$ cat src/rtl/diff_unit.sv
// diff_unit: d-th order differencing stage (d <= MAX_D) with warm-up tracking.
// Ports: clk, reset_n (async active-low, release synchronised internally);
//   c_diff (00 compute, 01/10 hold, 11 clear), d_order (order, latched on first
//   compute after clear/reset), x_in (signed sample); diff_out (registered
//   d-th difference), out_valid (one-cycle result pulse), x_last (last accepted
//   sample), fill_done (warm-up complete), cfg_err (sticky: order clamped to MAX_D).
// Define DIFF_SAT_EN to saturate every stage subtraction instead of wrapping.
module diff_unit #(
  parameter int N     = 32,
  parameter int MAX_D = 3
) (
  input  logic         clk,
  input  logic         reset_n,
  input  logic [1:0]   c_diff,
  input  logic [N-1:0] d_order,
  input  logic [N-1:0] x_in,
  output logic [N-1:0] diff_out,
  output logic         out_valid,
  output logic [N-1:0] x_last,
  output logic         fill_done,
  output logic         cfg_err
);
  localparam int DW = $clog2(MAX_D + 1);
  typedef enum logic [1:0] {IDLE, FILL, RUN} state_t;
  state_t state_q, state_d;
  logic [1:0] sync_q;
  logic rst_ni;
  logic [MAX_D-1:0][N-1:0] h_q, h_d;
  logic [MAX_D:0][N-1:0] s;
  logic [DW-1:0] d_q, d_d, cnt_q, cnt_d, d_lat;
  logic [N-1:0] dout_q, dout_d, xl_q, xl_d;
  logic vld_q, vld_d, fd_q, fd_d, err_q, err_d, over;

  function automatic logic [N-1:0] sub(input logic [N-1:0] a, input logic [N-1:0] b);
`ifdef DIFF_SAT_EN
    logic [N:0] r;
    r = {a[N-1], a} - {b[N-1], b};
    return (r[N] ^ r[N-1]) ? {r[N], {(N-1){~r[N]}}} : r[N-1:0];
`else
    return a - b;
`endif
  endfunction

  // Assertion is immediate; deassertion reaches the datapath two edges later.
  always_ff @(posedge clk or negedge reset_n)
    if (!reset_n) sync_q <= '0;
    else sync_q <= {sync_q[0], 1'b1};
  assign rst_ni = sync_q[1];

  assign over  = d_order > N'(MAX_D);
  assign d_lat = over ? DW'(MAX_D) : d_order[DW-1:0];

  always_comb begin
    s[0] = x_in;
    for (int k = 0; k < MAX_D; k++) s[k+1] = sub(s[k], h_q[k]);
  end

  always_comb begin
    state_d = state_q;
    h_d     = h_q;
    d_d     = d_q;
    cnt_d   = cnt_q;
    dout_d  = dout_q;
    vld_d   = 1'b0;
    xl_d    = xl_q;
    fd_d    = fd_q;
    err_d   = err_q;
    if (c_diff == 2'b11) begin
      state_d = IDLE;
      h_d     = '0;
      dout_d  = '0;
      cnt_d   = '0;
      fd_d    = 1'b0;
      err_d   = 1'b0;
    end else if (c_diff == 2'b00) begin
      xl_d = x_in;
      h_d  = s[MAX_D-1:0];
      case (state_q)
        IDLE: begin
          d_d     = d_lat;
          err_d   = err_q | over;
          state_d = (d_lat <= DW'(1)) ? RUN : FILL;
          fd_d    = d_lat <= DW'(1);
          vld_d   = d_lat == '0;
          dout_d  = (d_lat == '0) ? x_in : dout_q;
          cnt_d   = (d_lat == '0) ? cnt_q : DW'(1);
        end
        FILL: begin
          cnt_d   = cnt_q + DW'(1);
          state_d = (cnt_q + DW'(1) == d_q) ? RUN : FILL;
          fd_d    = cnt_q + DW'(1) == d_q;
        end
        default: begin
          dout_d = s[d_q];
          vld_d  = 1'b1;
        end
      endcase
    end
  end

  always_ff @(posedge clk or negedge rst_ni)
    if (!rst_ni) begin
      state_q <= IDLE;
      h_q     <= '0;
      d_q     <= '0;
      cnt_q   <= '0;
      dout_q  <= '0;
      vld_q   <= 1'b0;
      xl_q    <= '0;
      fd_q    <= 1'b0;
      err_q   <= 1'b0;
    end else begin
      state_q <= state_d;
      h_q     <= h_d;
      d_q     <= d_d;
      cnt_q   <= cnt_d;
      dout_q  <= dout_d;
      vld_q   <= vld_d;
      xl_q    <= xl_d;
      fd_q    <= fd_d;
      err_q   <= err_d;
    end

  assign diff_out  = dout_q;
  assign out_valid = vld_q;
  assign x_last    = xl_q;
  assign fill_done = fd_q;
  assign cfg_err   = err_q;
endmodule
$ cat config.mk
export PLATFORM = sky130hd
export DESIGN_NAME = diff_unit
export DESIGN_NICKNAME = d
export VERILOG_FILES = /design/src/rtl/diff_unit.sv
export SDC_FILE = /design/constraint.sdc
export NUM_CORES = 1
export LEC_CHECK = 0
export BUFFER_PORTS_ARGS = -buffer_cell sky130_fd_sc_hd__buf_4
export CORE_MARGIN = 4
export CORE_UTILIZATION = 54
export CTS_CLUSTER_DIAMETER = 40
export DETAILED_ROUTE_END_ITERATION = 10
export PLACE_DENSITY = 0.76
export SYNTH_ARGS = -nofsm -noshare
export SYNTH_HDL_FRONTEND = slang
export SYNTH_SLANG_ARGS = --single-unit
$ cat constraint.sdc
create_clock -name clk -period 5.1 [get_ports clk]
set_clock_uncertainty 0.2 [all_clocks]
set_input_delay 0.51 -clock clk [delete_from_list [all_inputs] [get_ports clk]]
set_output_delay 0.51 -clock clk [all_outputs]
set_load 0.01 [all_outputs]
---- Word level (Yosys, flattened, before mapping) ----
Cells that the tools add are included.
storage, ports and cells
  flip-flop bits (word level) ............. 171
  bits of input ports ..................... 68
cells by class
  $add $sub $neg .......................... 4
  $lt $le $gt $ge ......................... 3
  equal/unequal tests ..................... 6
  mux-type cells .......................... 27
  bitwise gates (word level) .............. 2
  reductions and logical operators ........ 12
operators with widths
  cell                                                  count
  2-to-1 mux 96 bit                                     2
  2-to-1 mux 32 bit                                     4
  subtractor 32 bit                                     3
  binary-select mux 32 bit (select 2 bit)               1
  case mux 32 bit (2 select lines)                      1
  > comparator 32 x 2 -> 1 bit (second input constant)  1
  2-to-1 mux 2 bit                                      8
  AND reduction 3 bit                                   3
  case mux 2 bit (2 select lines)                       2
  2-to-1 mux 1 bit                                      7
  zero test 2 bit                                       3
  inequality test 3 bit (second input constant)         2
  AND reduction 2 bit                                   3
  case mux 1 bit (2 select lines)                       2
  nonzero test 2 bit                                    2
  < comparator 2 x 3 -> 1 bit (second input constant)   1
  nonzero test 3 bit                                    1
  adder 2 x 1 -> 2 bit (second input constant)          1
  equality test 2 x 1 -> 1 bit (second input constant)  1
  equality test 2 bit                                   1
  equality test 2 bit (second input constant)           1
  <= comparator 2 x 1 -> 1 bit (second input constant)  1
  inequality test 2 bit (second input constant)         1
  NOT 1 bit                                             1
  bitwise OR 1 bit                                      1

---- Depth between registers and ports, before layout ----
  word-level depth ........................ 8
  depth in mapped cells ................... 33
  gate-level depth less buffers ........... 33

---- Worst setup path after synthesis ----
Ideal clock, no wire load.
  path type ............................... in2reg
  start point ............................. in x_in[0]
  end point ............................... reg dout_q[29] (netlist: diff_out[29])
  arrival ................................. 6.714 ns
  data required time ...................... 4.779 ns
  setup slack ............................. -1.935 ns
  stages on the path ...................... 32
  buffers on the path ..................... 1
  cell sequence ........................... inv_1 > ha_1 > inv_1 > fa_1 > a21o_1 > a21oi_1 > o21ai_0 > a21o_1 > a2111oi_0 > nor3_1 > xor2_1 > ha_1 > and3_1 > and2_1 > a221o_1 > a41oi_1 > o21a_1 > o21ai_1 > xor2_1 > ha_1 > clkbuf_1 > a21o_1 > a21o_1 > a21o_1 > a21oi_1 > nor2b_1 > a311o_1 > a2111oi_2 > a21oi_1 > mux4_2 > nand2_1 > nand2_1
between the ends
  cells in the longest elaborated chain, start to end .. 8
ends and longest elaborated chain
  item                                       RTL line  source
  from (decl)                                16        input logic [N-1:0] x_in,
  subtractor 32 bit *                        40        return a - b;
  subtractor 32 bit (2 in series)            40
  binary-select mux 32 bit (select 2 bit) *  94        dout_d = s[d_q];
  2-to-1 mux 32 bit (implied by the code) *  94
  case mux 32 bit (2 select lines) *         78        case (state_q)
  2-to-1 mux 32 bit *                        75        end else if (c_diff == 2'b00) begin
  2-to-1 mux 32 bit *                        68        if (c_diff == 2'b11) begin
  to (signal assigned)                       117       dout_q <= dout_d;
  to (decl)                                  31        logic [N-1:0] dout_q, dout_d, xl_q, xl_d;
Mark *: on every way between the ends. The rest lies on a longest branch, timed or not. The select of a mux whose other input is x is not followed.
A chain may end at the register's enable or synchronous reset.

---- Final worst setup path ----
  start point ............................. reg h_q[4] (netlist name)
  end point ............................... reg dout_q[31] (netlist: diff_out[31])
between the ends
  cells in the longest elaborated chain, start to end .. 8
ends and longest elaborated chain
  item                                       RTL line  source
  from (decl)                                28        logic [MAX_D-1:0][N-1:0] h_q, h_d;
  from (signal assigned)                     104       h_q <= '0;
  from (signal assigned)                     114       h_q <= h_d;
  subtractor 32 bit *                        40
  subtractor 32 bit (2 in series)            40
  binary-select mux 32 bit (select 2 bit) *  94
  2-to-1 mux 32 bit (implied by the code) *  94
  case mux 32 bit (2 select lines) *         78
  2-to-1 mux 32 bit *                        75
  2-to-1 mux 32 bit *                        68
Marks and branches as above.

==> impl_results.md <==
* Vias/cell at approximately 6.7
* HPWL after DPL at 29700 um
* Initial antenna violation count at 2
* Setup CP Type: reg2reg
* Syn Std Cell Area at 12100 um^2
* Status: finished with violations
* Most used cell along the critical path: a21o_1
* Fmax at 141 MHz
* Synth warn at 0
* CTS root buf: clkbuf_16
* Non-filler cells, final at 2122
* CP endpoint: diff_out[31]$_DFFE_PN0P_
* Worst-Skew Late Latency at around 0.45 ns
* Die Span Y at 158 um
* Final Hold Viols at 0
* Top-area cell type share of the netlist area at about a third
* Worst Setup SP: h_q[4]$_DFFE_PN0P_
* Slew @ Worst Pin at about 1.1 ns
* Placed Instances at about 2000
* Grt ovf at 0
* Clock sink count at 170
* Cells after Synth at 1322
* First-pass GRT wire length at 71200 um
* Synth cell count leaders: dfrtp_1 (170), inv_1 (119), a21oi_1 (102)
* Nets at 1995
* GP Congestion at 0.949
* TritonCTS buffer count at 17
* Fill count at about 1000
* Worst Setup Slack, final at -1.97 ns
* Critical Path End Type: flip-flop
* Most used standard cell by instance count after synthesis: dfrtp_1
* Worst min path class: in2reg
* TritonCTS clock tree: built
* Worst reg-to-reg setup slack at -1.97 ns
* Top-level port count at about 140
* Critical Path AT at about 7.2 ns
* Clock-pin transition on the worst setup and hold timing paths at ~0.080 ns
* Synth unique cells at 72
* 1st-pass router iterations at 6
* Buffers on Ports at 134
* Post-synth EDFFs at 0
* Die width at 158 um
* Max cap viols at 0
* Startpoint Class: flip-flop
* Critical R2R Capture: diff_out[31]$_DFFE_PN0P_
* DRT Wirelength at 53000 um
* Row cnt at 54
* DIE AREA at 24900 um^2
* Share of flip-flops with an asynchronous set or reset at 100%
* Synth-to-layout area growth at 51.4%
* Initial core utilization at 55.2%
* Synth top area cells: dfrtp_1 (35%), ha_1 (9.9%), a22o_1 (6.5%)
* Mapped Nets at between 1000 and 1500
* Detailed-route via count at 14300
* H-tree levels at 4
* Final Cycle Share at 139%
* RSZ-0062 raised after global routing: true
* Share of cells above drive strength 1 at 44.1%
* Top_reg_cell synth: dfrtp_1
* Floorplan core area at 22000 um^2
* Post-route ant nets at 0
* Wire per inst at about 25 um
* CP max stage cell: dfrtp_1
* Initial drt markers at approximately 2200
* Tmin final at 7.07 ns
* Area leader, netlist: dfrtp_1
* Req. time, crit path at 5.24 ns
* Yosys reg bits at 170
* Post-synthesis sequential area ratio at 35.1%
* Crit-path max cell delay at ~0.35 ns
* Max-slew violations at 0
* R2R Path Start: h_q[4]$_DFFE_PN0P_
* Gr usage total at 36.3%
* Vias in the first global route at 13600
* Final setup viols at 32
* Mean Syn Cell Area at 9.17 um^2
* Failing checks: negative setup slack
* Rel. slew slack at 25.8%
* Crit Path Max Fanout at 3
* DRC Markers at 0
* Clk buf depth at 2
* Largest net degree at the start of global routing at 169
* R2R cell count at 32
==> placed cells by master (no fill, tap or decap), types with 35 or more instances in the layout <==
master | netlist | layout
a21o_1 | 56 | 56
a21oi_1 | 102 | 66
a22o_1 | 90 | 90
buf_4 | 0 | 511
dfrtp_1 | 170 | 169
ha_1 | 96 | 76
inv_1 | 119 | 116
mux2_2 | 39 | 35
nand2_1 | 87 | 82
nor2_1 | 74 | 67
==> metal layers <==
layer  GRT usage, %  wire length [um]
met5              0                17
met4           16.4              4030
met3           7.05              6690
met2           58.4             23500
met1           47.8             18800
==> cell families (layout without fill, tap and decap cells) <==
logic type	Yosys count	in the layout	share of synthesized area (%)
AND/OR/NAND/NOR	277	277	10.6
AO/OA/AOI/OAI	466	466	27.1
buffers and inverters	173	692	5.36
XOR/XNOR	84	84	6.24
multiplexers	52	52	5.11
adder cells (fa/ha/maj)	99	99	10.4
flip-flops	170	170	35.1
other	1	2	0.0309
==> layout make-up <==
cell class / instances / area (um^2) / share of cell area (%)
sequential: 170 / 4260 / 23.2
inverter: 119 / 459 / 2.50
tap: 280 / 350 / 1.91
timing repair buffer: 541 / 4180 / 22.8
clock inverter: 14 / 146 / 0.798
clock buffer: 18 / 439 / 2.39
multi-input combinational: 979 / 8510 / 46.4
antenna: 1 / 2.50 / 0.0136
==> stage by stage <==
stage / TNS, ns / hold slack, ns / setup WS [ns] / utilization, % / area [um^2]
after floorplan: -10.60 / 0.0144 / -1.41 / - / 12300
final: -33.22 / 0.134 / -1.97 / 83.6 / 18300
after global placement: -25.98 / 0.0927 / -1.81 / 72.9 / 16000
after CTS: -18.40 / 0.132 / -1.46 / 80.1 / 17600
after detailed placement: -29.55 / 0.0932 / -1.90 / 72.9 / 16000
after global routing: -37.01 / 0.130 / -2.18 / 83.5 / 18300
==> flip-flops by register name, summed over array words and instances, names as in the netlist, 2 cells and up <==
register and flops:
h_q 96, diff_out 32, x_last 32, cnt_q 2, d_q 2, state_q 2, sync_q 2
==> worst min path at each step <==
stage	from	to	slack, ns	depth (start not counted)
floorplan	reset_n	sync_q[0]$_DFF_PN0_	0.01	0
detailed placement	reset_n	sync_q[0]$_DFF_PN0_	0.09	1
CTS	x_in[27]	h_q[27]$_DFFE_PN0P_	0.13	2
global route	x_in[27]	h_q[27]$_DFFE_PN0P_	0.13	2
global placement	reset_n	sync_q[0]$_DFF_PN0_	0.09	1
finish	x_in[28]	h_q[28]$_DFFE_PN0P_	0.13	2
==> repair_timing <==
action | 4_1_cts | 5_1_grt
hold buffers | 1 | 0
pin swaps | 91 | 112
gates resized for setup | 127 | 123
hold endpoints to repair | 2 | 0
setup buffers | 58 | 34
setup endpoints to repair | 25 | 33
cloned | 0 | 0
==> worst max-delay path: cells and delay by family, from the launching register on <==
family,cells,cell delay (ns)
AND/OR/NAND/NOR,6,1.24
multiplexers,1,0.28
buffers and inverters,2,0.21
AO/OA/AOI/OAI,17,3.20
flip-flops,1,0.35
XOR/XNOR,3,0.58
adder cells (fa/ha/maj),3,0.88
Power is left out: the tool's default activity adds up to more than one toggle a clock period on the data nets, which glitch-free logic cannot reach.
